[src/rtl/basys_io_pkg.sv]
// ----------------------------------------------------------------------------
// basys_io_pkg
//
// Shared constants for the Basys board I/O blocks.
//   - Register offsets of the input port's 16-byte window.
//   - Default debounce length.
//   - Width of the wrapping press counter.
//   - Register-select enum and a helper that maps a byte offset to it.
// ----------------------------------------------------------------------------
package basys_io_pkg;

    localparam logic [3:0] OFS_SW    = 4'h0;
    localparam logic [3:0] OFS_BTN   = 4'h4;
    localparam logic [3:0] OFS_PRESS = 4'h8;
    localparam logic [3:0] OFS_COUNT = 4'hC;

    localparam int DEFAULT_DEBOUNCE_CYCLES = 16;

    localparam int COUNT_W = 16;

    typedef enum logic [1:0] {
        SEL_SW    = 2'd0,
        SEL_BTN   = 2'd1,
        SEL_PRESS = 2'd2,
        SEL_COUNT = 2'd3
    } reg_sel_e;

    // Offset bits [1:0] are ignored, so only bits [3:2] pick the register.
    function automatic reg_sel_e offset_to_sel(input logic [3:0] ofs);
        reg_sel_e sel;
        case (ofs & 4'hC)
            OFS_SW:    sel = SEL_SW;
            OFS_BTN:   sel = SEL_BTN;
            OFS_PRESS: sel = SEL_PRESS;
            default:   sel = SEL_COUNT;
        endcase
        return sel;
    endfunction

endpackage

[src/rtl/input_debouncer.sv]
// ----------------------------------------------------------------------------
// input_debouncer
//
// One raw asynchronous input bit: 2-flop synchronizer followed by a
// stable-level / run-length debouncer.
//
// Ports:
//   clk  in   clock
//   rst  in   synchronous active-high reset
//   din  in   raw asynchronous level
//   dout out  the debounced level that takes effect at the next rising edge
//             (combinational from registered state). Exposing the next level
//             lets the parent register the level, its press edge and the
//             press count on the very same edge the level changes.
//
// A new level is accepted after DEBOUNCE_CYCLES consecutive cycles in which
// the synchronized input differs from the stable level; any cycle in which it
// matches restarts the run.
// ----------------------------------------------------------------------------
module input_debouncer
    import basys_io_pkg::*;
#(
    parameter int DEBOUNCE_CYCLES = DEFAULT_DEBOUNCE_CYCLES
) (
    input  logic clk,
    input  logic rst,
    input  logic din,
    output logic dout
);

    localparam logic [15:0] CNT_LAST = 16'(DEBOUNCE_CYCLES - 1);

    logic        sync1;
    logic        sync2;
    logic        stable;
    logic        stable_nxt;
    logic [15:0] cnt;
    logic [15:0] cnt_nxt;

    always_comb begin
        stable_nxt = stable;
        cnt_nxt    = '0;
        if (sync2 != stable) begin
            if (cnt == CNT_LAST) begin
                stable_nxt = ~stable;
                cnt_nxt    = '0;
            end else begin
                cnt_nxt = cnt + 16'd1;
            end
        end
    end

    always_ff @(posedge clk) begin
        if (rst) begin
            sync1  <= 1'b0;
            sync2  <= 1'b0;
            stable <= 1'b0;
            cnt    <= '0;
        end else begin
            sync1  <= din;
            sync2  <= sync1;
            stable <= stable_nxt;
            cnt    <= cnt_nxt;
        end
    end

    assign dout = stable_nxt;

endmodule

[src/rtl/basys_input_port.sv]
// ----------------------------------------------------------------------------
// basys_input_port
//
// Memory-mapped input port for the Basys switches and push-buttons.
//
// Register window (16 bytes at BASE_ADDR, offset bits [1:0] ignored):
//   0x0 SW     debounced switches, zero-extended
//   0x4 BTN    debounced button levels, zero-extended
//   0x8 PRESS  sticky press flags; a read with ReadEn clears them at the next
//              edge (a press arriving on that same edge still sets its bit)
//   0xC COUNT  16-bit wrapping press count in [15:0]
//
// Bus: ReadEn is a one-cycle read strobe. There is no ready/stall: RData is
// valid combinationally in the same cycle as Adr, and the only side effect
// of a read (PRESS clear) happens at the following rising edge. Hit reflects
// Adr alone; with Hit low, RData is 0 and ReadEn does nothing.
//
// Ports:
//   clk, rst   clock, synchronous active-high reset
//   sw, btn    raw asynchronous switch / button levels (active-high)
//   Adr        read byte address
//   ReadEn     read strobe
//   RData      read data
//   Hit        Adr is inside the window
//   Irq        OR of PRESS, registered (only with BASYS_INPUT_IRQ_EN)
//
// Build option: define BASYS_INPUT_IRQ_EN to add the Irq output.
// ----------------------------------------------------------------------------
module basys_input_port
    import basys_io_pkg::*;
#(
    parameter logic [31:0] BASE_ADDR       = 32'h0000_0100,
    parameter int          DEBOUNCE_CYCLES = DEFAULT_DEBOUNCE_CYCLES,
    parameter int          NUM_SW          = 16,
    parameter int          NUM_BTN         = 5
) (
    input  logic               clk,
    input  logic               rst,
    input  logic [NUM_SW-1:0]  sw,
    input  logic [NUM_BTN-1:0] btn,
    input  logic [31:0]        Adr,
    input  logic               ReadEn,
    output logic [31:0]        RData,
    output logic               Hit
`ifdef BASYS_INPUT_IRQ_EN
    ,
    output logic               Irq
`endif
);

    logic [NUM_SW-1:0]  sw_next;
    logic [NUM_SW-1:0]  sw_q;
    logic [NUM_BTN-1:0] btn_next;
    logic [NUM_BTN-1:0] btn_q;
    logic [NUM_BTN-1:0] press;
    logic [NUM_BTN-1:0] press_q;
    logic [COUNT_W-1:0] count_q;
    logic [COUNT_W-1:0] press_add;
    logic [3:0]         ofs;
    reg_sel_e           sel;
    logic               rd_clear;
    logic               unused_adr_lsbs;

    // ---------------- input conditioning ----------------
    for (genvar i = 0; i < NUM_SW; i++) begin : g_sw
        input_debouncer #(.DEBOUNCE_CYCLES(DEBOUNCE_CYCLES)) u_db (
            .clk  (clk),
            .rst  (rst),
            .din  (sw[i]),
            .dout (sw_next[i])
        );
    end

    for (genvar i = 0; i < NUM_BTN; i++) begin : g_btn
        input_debouncer #(.DEBOUNCE_CYCLES(DEBOUNCE_CYCLES)) u_db (
            .clk  (clk),
            .rst  (rst),
            .din  (btn[i]),
            .dout (btn_next[i])
        );
    end

    // A press is the debounced level about to rise at this edge, so BTN,
    // PRESS and COUNT all change together.
    assign press = btn_next & ~btn_q;

    always_comb begin
        press_add = '0;
        for (int i = 0; i < NUM_BTN; i++) begin
            press_add = press_add + COUNT_W'(press[i]);
        end
    end

    // ---------------- address decode ----------------
    assign Hit             = (Adr[31:4] == BASE_ADDR[31:4]);
    assign ofs             = {Adr[3:2], 2'b00};
    assign sel             = offset_to_sel(ofs);
    assign rd_clear        = ReadEn && Hit && (sel == SEL_PRESS);
    assign unused_adr_lsbs = ^Adr[1:0];

    // ---------------- registers ----------------
    always_ff @(posedge clk) begin
        if (rst) begin
            sw_q    <= '0;
            btn_q   <= '0;
            press_q <= '0;
            count_q <= '0;
        end else begin
            sw_q    <= sw_next;
            btn_q   <= btn_next;
            // Clear first, then OR in new presses: a press on the clearing
            // edge survives.
            press_q <= (rd_clear ? '0 : press_q) | press;
            count_q <= count_q + press_add;
        end
    end

`ifdef BASYS_INPUT_IRQ_EN
    always_ff @(posedge clk) begin
        if (rst) begin
            Irq <= 1'b0;
        end else begin
            Irq <= |press_q;
        end
    end
`endif

    // ---------------- read mux ----------------
    always_comb begin
        RData = '0;
        if (Hit) begin
            case (sel)
                SEL_SW:    RData = 32'(sw_q);
                SEL_BTN:   RData = 32'(btn_q);
                SEL_PRESS: RData = 32'(press_q);
                default:   RData = 32'(count_q);
            endcase
        end
    end

endmodule
[config.mk]
export PLATFORM = sky130hd
export DESIGN_NAME = basys_input_port
export DESIGN_NICKNAME = d
export VERILOG_FILES = /design/src/rtl/basys_io_pkg.sv /design/src/rtl/input_debouncer.sv /design/src/rtl/basys_input_port.sv
export SDC_FILE = /design/constraint.sdc
export NUM_CORES = 1
export LEC_CHECK = 0
export CAP_MARGIN = 0
export CORE_AREA = 2 2 177 179
export CTS_CLUSTER_DIAMETER = 200
export DETAILED_ROUTE_END_ITERATION = 6
export DIE_AREA = 0 0 179 181
export DONT_BUFFER_PORTS = 1
export PLACE_DENSITY = 0.85
export SYNTH_ARGS = -nofsm -noshare
export SYNTH_HDL_FRONTEND = slang
export SYNTH_HIERARCHICAL = 1
export SYNTH_SLANG_ARGS = --single-unit
[constraint.sdc]
create_clock -name clk -period 4.2 [get_ports clk]
set_clock_uncertainty 0.15 [all_clocks]
set_input_delay 1.05 -clock clk [delete_from_list [all_inputs] [get_ports clk]]
set_output_delay 1.05 -clock clk [all_outputs]
set_load 0.02 [all_outputs]
==> flow_results.org <==
** Finish
- The multi-input combinational cells in the finished layout cover a total of slightly below 10000 µm².
- Layout overhead on the synthesized area :: 9.18%
- Diodes inserted :: 0
- Fraction of final layout cells with drive strength greater than 1 :: 0.0837
- Summing all flip-flop and latch instances after layout gives between 8000 and 9000 µm².
- After routing the design area is 21100 µm².
- The layout has between 2000 and 2500 filler cells.
- Count of nets after finishing :: ~2200

** Timing
- Least-Margin Pin Slew :: about 550 ps
- Fmax :: 0.249 GHz
- Dividing the final minimum period by the clock period gives 0.955.
- Hold Slack :: roughly 290 ps
- Setup slack after layout :: between 150 and 200 ps
- Max transition margin :: 0.636
- Pins over their slew limit :: 0
- The number of hold violations in the final report was 0.
- The worst path needs about 4000 ps of the cycle, external delays included.
- Setup violations remaining at the end of the flow were counted as 0.

** Worst setup path
- Sort of element at the start of the critical path :: flop
- The critical path goes through ha_2 -> and3_2 -> nand4_1 -> mux2_4 -> nand2b_4 -> fa_1 -> inv_1 -> fa_1 -> ha_1 -> fa_1 -> a21oi_1 -> buf_4 -> nor3_1 -> xnor2_1 -> nor2_1.
- CP Capture Type :: flop
- In this run the critical register-to-register path is launched from g_btn[0].u_db/cnt[1]$_SDFF_PP0_.
- Crit path to :: count_q[10]$_SDFF_PP0_
- Data on the critical path arrives at its endpoint at about 4300 ps.
- By startpoint and endpoint, the worst setup path is classified as reg -> reg.
- CP max stage cell :: sky130_fd_sc_hd__fa_1
- For flop-to-flop paths, the worst setup slack is 190 ps.
- Crit path from :: g_btn[0].u_db/cnt[1]$_SDFF_PP0_
- Cell seen most often among critical-path stages :: sky130_fd_sc_hd__fa_1
- Worst-path fanout max :: 7
- The worst register-to-register path ends at count_q[10]$_SDFF_PP0_.
- For this run, the slowest stage of the critical path takes 540 ps.
- The worst register-to-register path has a depth of 15.
- Data required time of the critical path :: roughly 4500 ps

** Logic synthesis
- Of the post-synthesis cell area, the dominant cell type holds 0.457.
- Post-synthesis share of cell area spent on full adders, half adders and majority gates :: 0.0193
- The compound-cell area share of the yosys netlist came to 0.0101.
- Number of storage elements in the synthesis netlist :: between 400 and 500
- The most used flip-flop cell after synthesis is sky130_fd_sc_hd__dfxtp_1.
- Largest area contributor in the netlist :: sky130_fd_sc_hd__dfxtp_1
- Library cells used by synthesis :: 46
- A synthesized cell averages about 9 µm².
- After synthesis, the share of flip-flops with an asynchronous set or reset is 0.
- The share of the Yosys chip area taken by registers is 0.457.
- The synthesized design contains 0 enable-type register cells.
- Of the post-synthesis cell area, the part taken by muxes is 0.0227.
- Synth Warn # :: 6
- Ranked by total cell area, the synthesized netlist is headed by sky130_fd_sc_hd__dfxtp_1, sky130_fd_sc_hd__xnor2_1, sky130_fd_sc_hd__nor2_1, sky130_fd_sc_hd__nor4_1, sky130_fd_sc_hd__nand4_1.
- Number of standard cells after synthesis :: 2082
- Largest family of logic cells by synthesized area :: simple AND/OR/NAND/NOR gates
- Of the total synthesized cell area, the portion taken by AND, OR, NAND and NOR gates is 0.300.
- The mapped netlist covers 19300 µm².
- By count the netlist is led by sky130_fd_sc_hd__dfxtp_1, sky130_fd_sc_hd__nor2_1, sky130_fd_sc_hd__xnor2_1, sky130_fd_sc_hd__nor4_1, sky130_fd_sc_hd__nand4_1.
- Of the total synthesized cell area, the portion taken by XOR and XNOR cells is 0.148.
- In the post-synthesis netlist, the cell with the most instances is sky130_fd_sc_hd__dfxtp_1.

** Floorplan
- Initial Util :: 0.636
- Standard-cell row count :: 64
- Pin placement for this block handled 89 I/O pins.
- Overall die width :: 179 µm
- The die covers ~32000 µm².
- Die boundary height :: 181 µm
- Placeable core region :: approximately 30000 µm²

** Routing
- Remaining DRCs :: 0
- Total length of routed wires :: 36.6 mm
- Vias per Instance :: 5.70
- Average wire per cell in the routed design :: 14.5 µm
- Drt first-iter violations :: 816
- Post-route ant nets :: 0
- TritonRoute pass-1 iters :: 5
- The final route contains ~14000 vias.

** Global routing
- For this run, global-route usage on met1 was measured as 0.288.
- Gr usage total :: 0.225
- The first global-routing pass estimated ~62 mm of wire.
- Global route overflow :: 0
- For met3 alone, demand over resource in global routing was 0.0311.
- The number of global-route vias before repair is 13800.
- For this run, global-route usage on met2 was measured as 0.394.
- Busiest grt layer :: met2
- Maximum number of pins on one net before global-route repair :: between 100 and 150
- The initial antenna violation count came to 0.

** Pwr
- The share of total power dissipated in the clock network is 0.500.
- Peak supply drop :: 0.000307 V
- The analysis attributes to net switching a power of around 1.7 mW.
- For this design the static power due to leakage is 6.59 nW.
- In this run the power density over the cells is 408 nW/µm².
- The share of total power dissipated in sequential elements is 0.491.
- Of the total power, combinational logic draws 0.009.
- Of the total power, the share spent switching nets is 0.194.
- Internal power comes to between 6 and 7 mW.

** Job
- Number of max-cap violations :: 0

** Clocking
- Clock tree synthesis found a total of 441 sinks.
- Worst skew pair latency :: between 500 and 600 ps
- Clk pin slew, worst setup/hold paths :: roughly 60 ps
- TritonCTS built the clock tree.
- The longest clock path from root to sink contains 3 buffers.
- # H-tree levels :: 2
- TritonCTS created 45 clock buffers.
- Root Driver :: sky130_fd_sc_hd__clkbuf_16

** Placed design
- Buffers placed on the I/O ports in this run total 0.
- HPWL after detailed placement :: 23.8 mm
- Summing all placed instances gives a cell area of slightly below 20000 µm².
- Placement Setup Slack :: roughly 220 ps
- Routability-driven placement finished with a final weighted congestion of 0.884.

** Min path
- Type of the tightest min-delay check :: reg -> reg

** Run status
- The flow ran to the end, and the final reports show no timing, DRC or antenna violations.
[worst max-delay path, delay by kind of cell (launching register included)]
family | cells | cell delay [ps]
AND/OR/NAND/NOR | 5 | 600
buffers and inverters | 2 | 240
XOR/XNOR | 1 | 160
flip-flops | 1 | 370
AO/OA/AOI/OAI | 1 | 170
adder cells (fa/ha/maj) | 5 | 1900
multiplexers | 1 | 280
[layer usage]
layer / vias up / routed length [µm] / part of all wire
met5: - / 0 / 0
met4: 0 / 678 / 0.019
met3: 58 / 1670 / 0.046
met2: 348 / 18000 / 0.49
met1: 6801 / 16200 / 0.44
li1: 7163 / - / -
[kinds of logic after synthesis]
logic type / after synthesis
AOI/OAI and AO/OA: 26
xor gates and xnor gates: 327
adders and majority gates: 28
buffers and inverters: 134
DFF: 441
muxes: 27
other: 1
and+or+nand+nor: 1098
[area by class of cell]
| type | instances | share of cell area |
|---|---|---|
| Clock inverter | 19 | 0.0157 |
| Inverter | 67 | 0.0119 |
| Clock buffer | 61 | 0.0611 |
| Tap cell | 396 | 0.0235 |
| Timing Repair Buffer | 16 | 0.00570 |
| Sequential cell | 441 | 0.419 |
| Multi-Input combinational cell | 1522 | 0.463 |
[per-stage QoR]
stage | util | cells | setup TNS, ps | power (mW)
global route | 0.695 | 2522 | -13.9 | 8.87
floorplan | - | 2097 | 0 | 4.40
CTS | 0.693 | 2521 | 0 | 8.68
global placement | 0.640 | 2441 | 0 | 4.39
finish | 0.695 | 2522 | 0 | 8.61
detailed placement | 0.640 | 2441 | 0 | 4.39
[power by group through the flow]
stage / clock network [mW] / logic (mW) / registers [mW]
2_1_floorplan: 0 / 0.0895 / 4.31
4_1_cts: 4.37 / 0.0794 / 4.22
3_3_place_gp: 0 / 0.0763 / 4.31
3_5_place_dp: 0 / 0.0781 / 4.31
5_1_grt: 4.56 / 0.0881 / 4.22
6_report: 4.30 / 0.0792 / 4.22
[registers in the layout, indices dropped and copies added (netlist names)]
signal             count
btn_q                  5
g_sw.u_db/sync1       16
g_btn.u_db/sync1       5
press_q                5
g_btn.u_db/cnt        80
g_btn.u_db/sync2       5
count_q               16
g_sw.u_db/stable      16
g_btn.u_db/stable      5
sw_q                  16
g_sw.u_db/sync2       16
g_sw.u_db/cnt        256
[worst min-delay path by stage]
stage	start	cells past startpoint	to
2_1_floorplan	g_btn[0].u_db/sync1$_SDFF_PP0_	1	g_btn[0].u_db/sync2$_SDFF_PP0_
3_3_place_gp	g_sw[8].u_db/sync1$_SDFF_PP0_	1	g_sw[8].u_db/sync2$_SDFF_PP0_
3_5_place_dp	g_sw[0].u_db/sync1$_SDFF_PP0_	1	g_sw[0].u_db/sync2$_SDFF_PP0_
4_1_cts	g_sw[0].u_db/sync1$_SDFF_PP0_	1	g_sw[0].u_db/sync2$_SDFF_PP0_
5_1_grt	g_sw[4].u_db/sync1$_SDFF_PP0_	1	g_sw[4].u_db/sync2$_SDFF_PP0_
6_report	g_sw[4].u_db/sync1$_SDFF_PP0_	1	g_sw[4].u_db/sync2$_SDFF_PP0_
[timing repair]
action                                  in CTS  in global routing
buffers inserted                             0                  1
hold buffers                                 0                  0
resized for setup                            0                 13
endpoints found under the setup margin       0                  9
[cell usage in the layout (no fill, tap or decap), drive strengths merged, types with 63 or more instances in the layout]
| cell type | instances |
|---|---|
| dfxtp | 441 |
| inv | 69 |
| nand2 | 71 |
| nand3 | 106 |
| nand4 | 131 |
| nor2 | 401 |
| nor2b | 90 |
| nor3 | 67 |
| nor4 | 154 |
| xnor2 | 264 |
| xor2 | 63 |
Power figures use the tool's default switching activity.
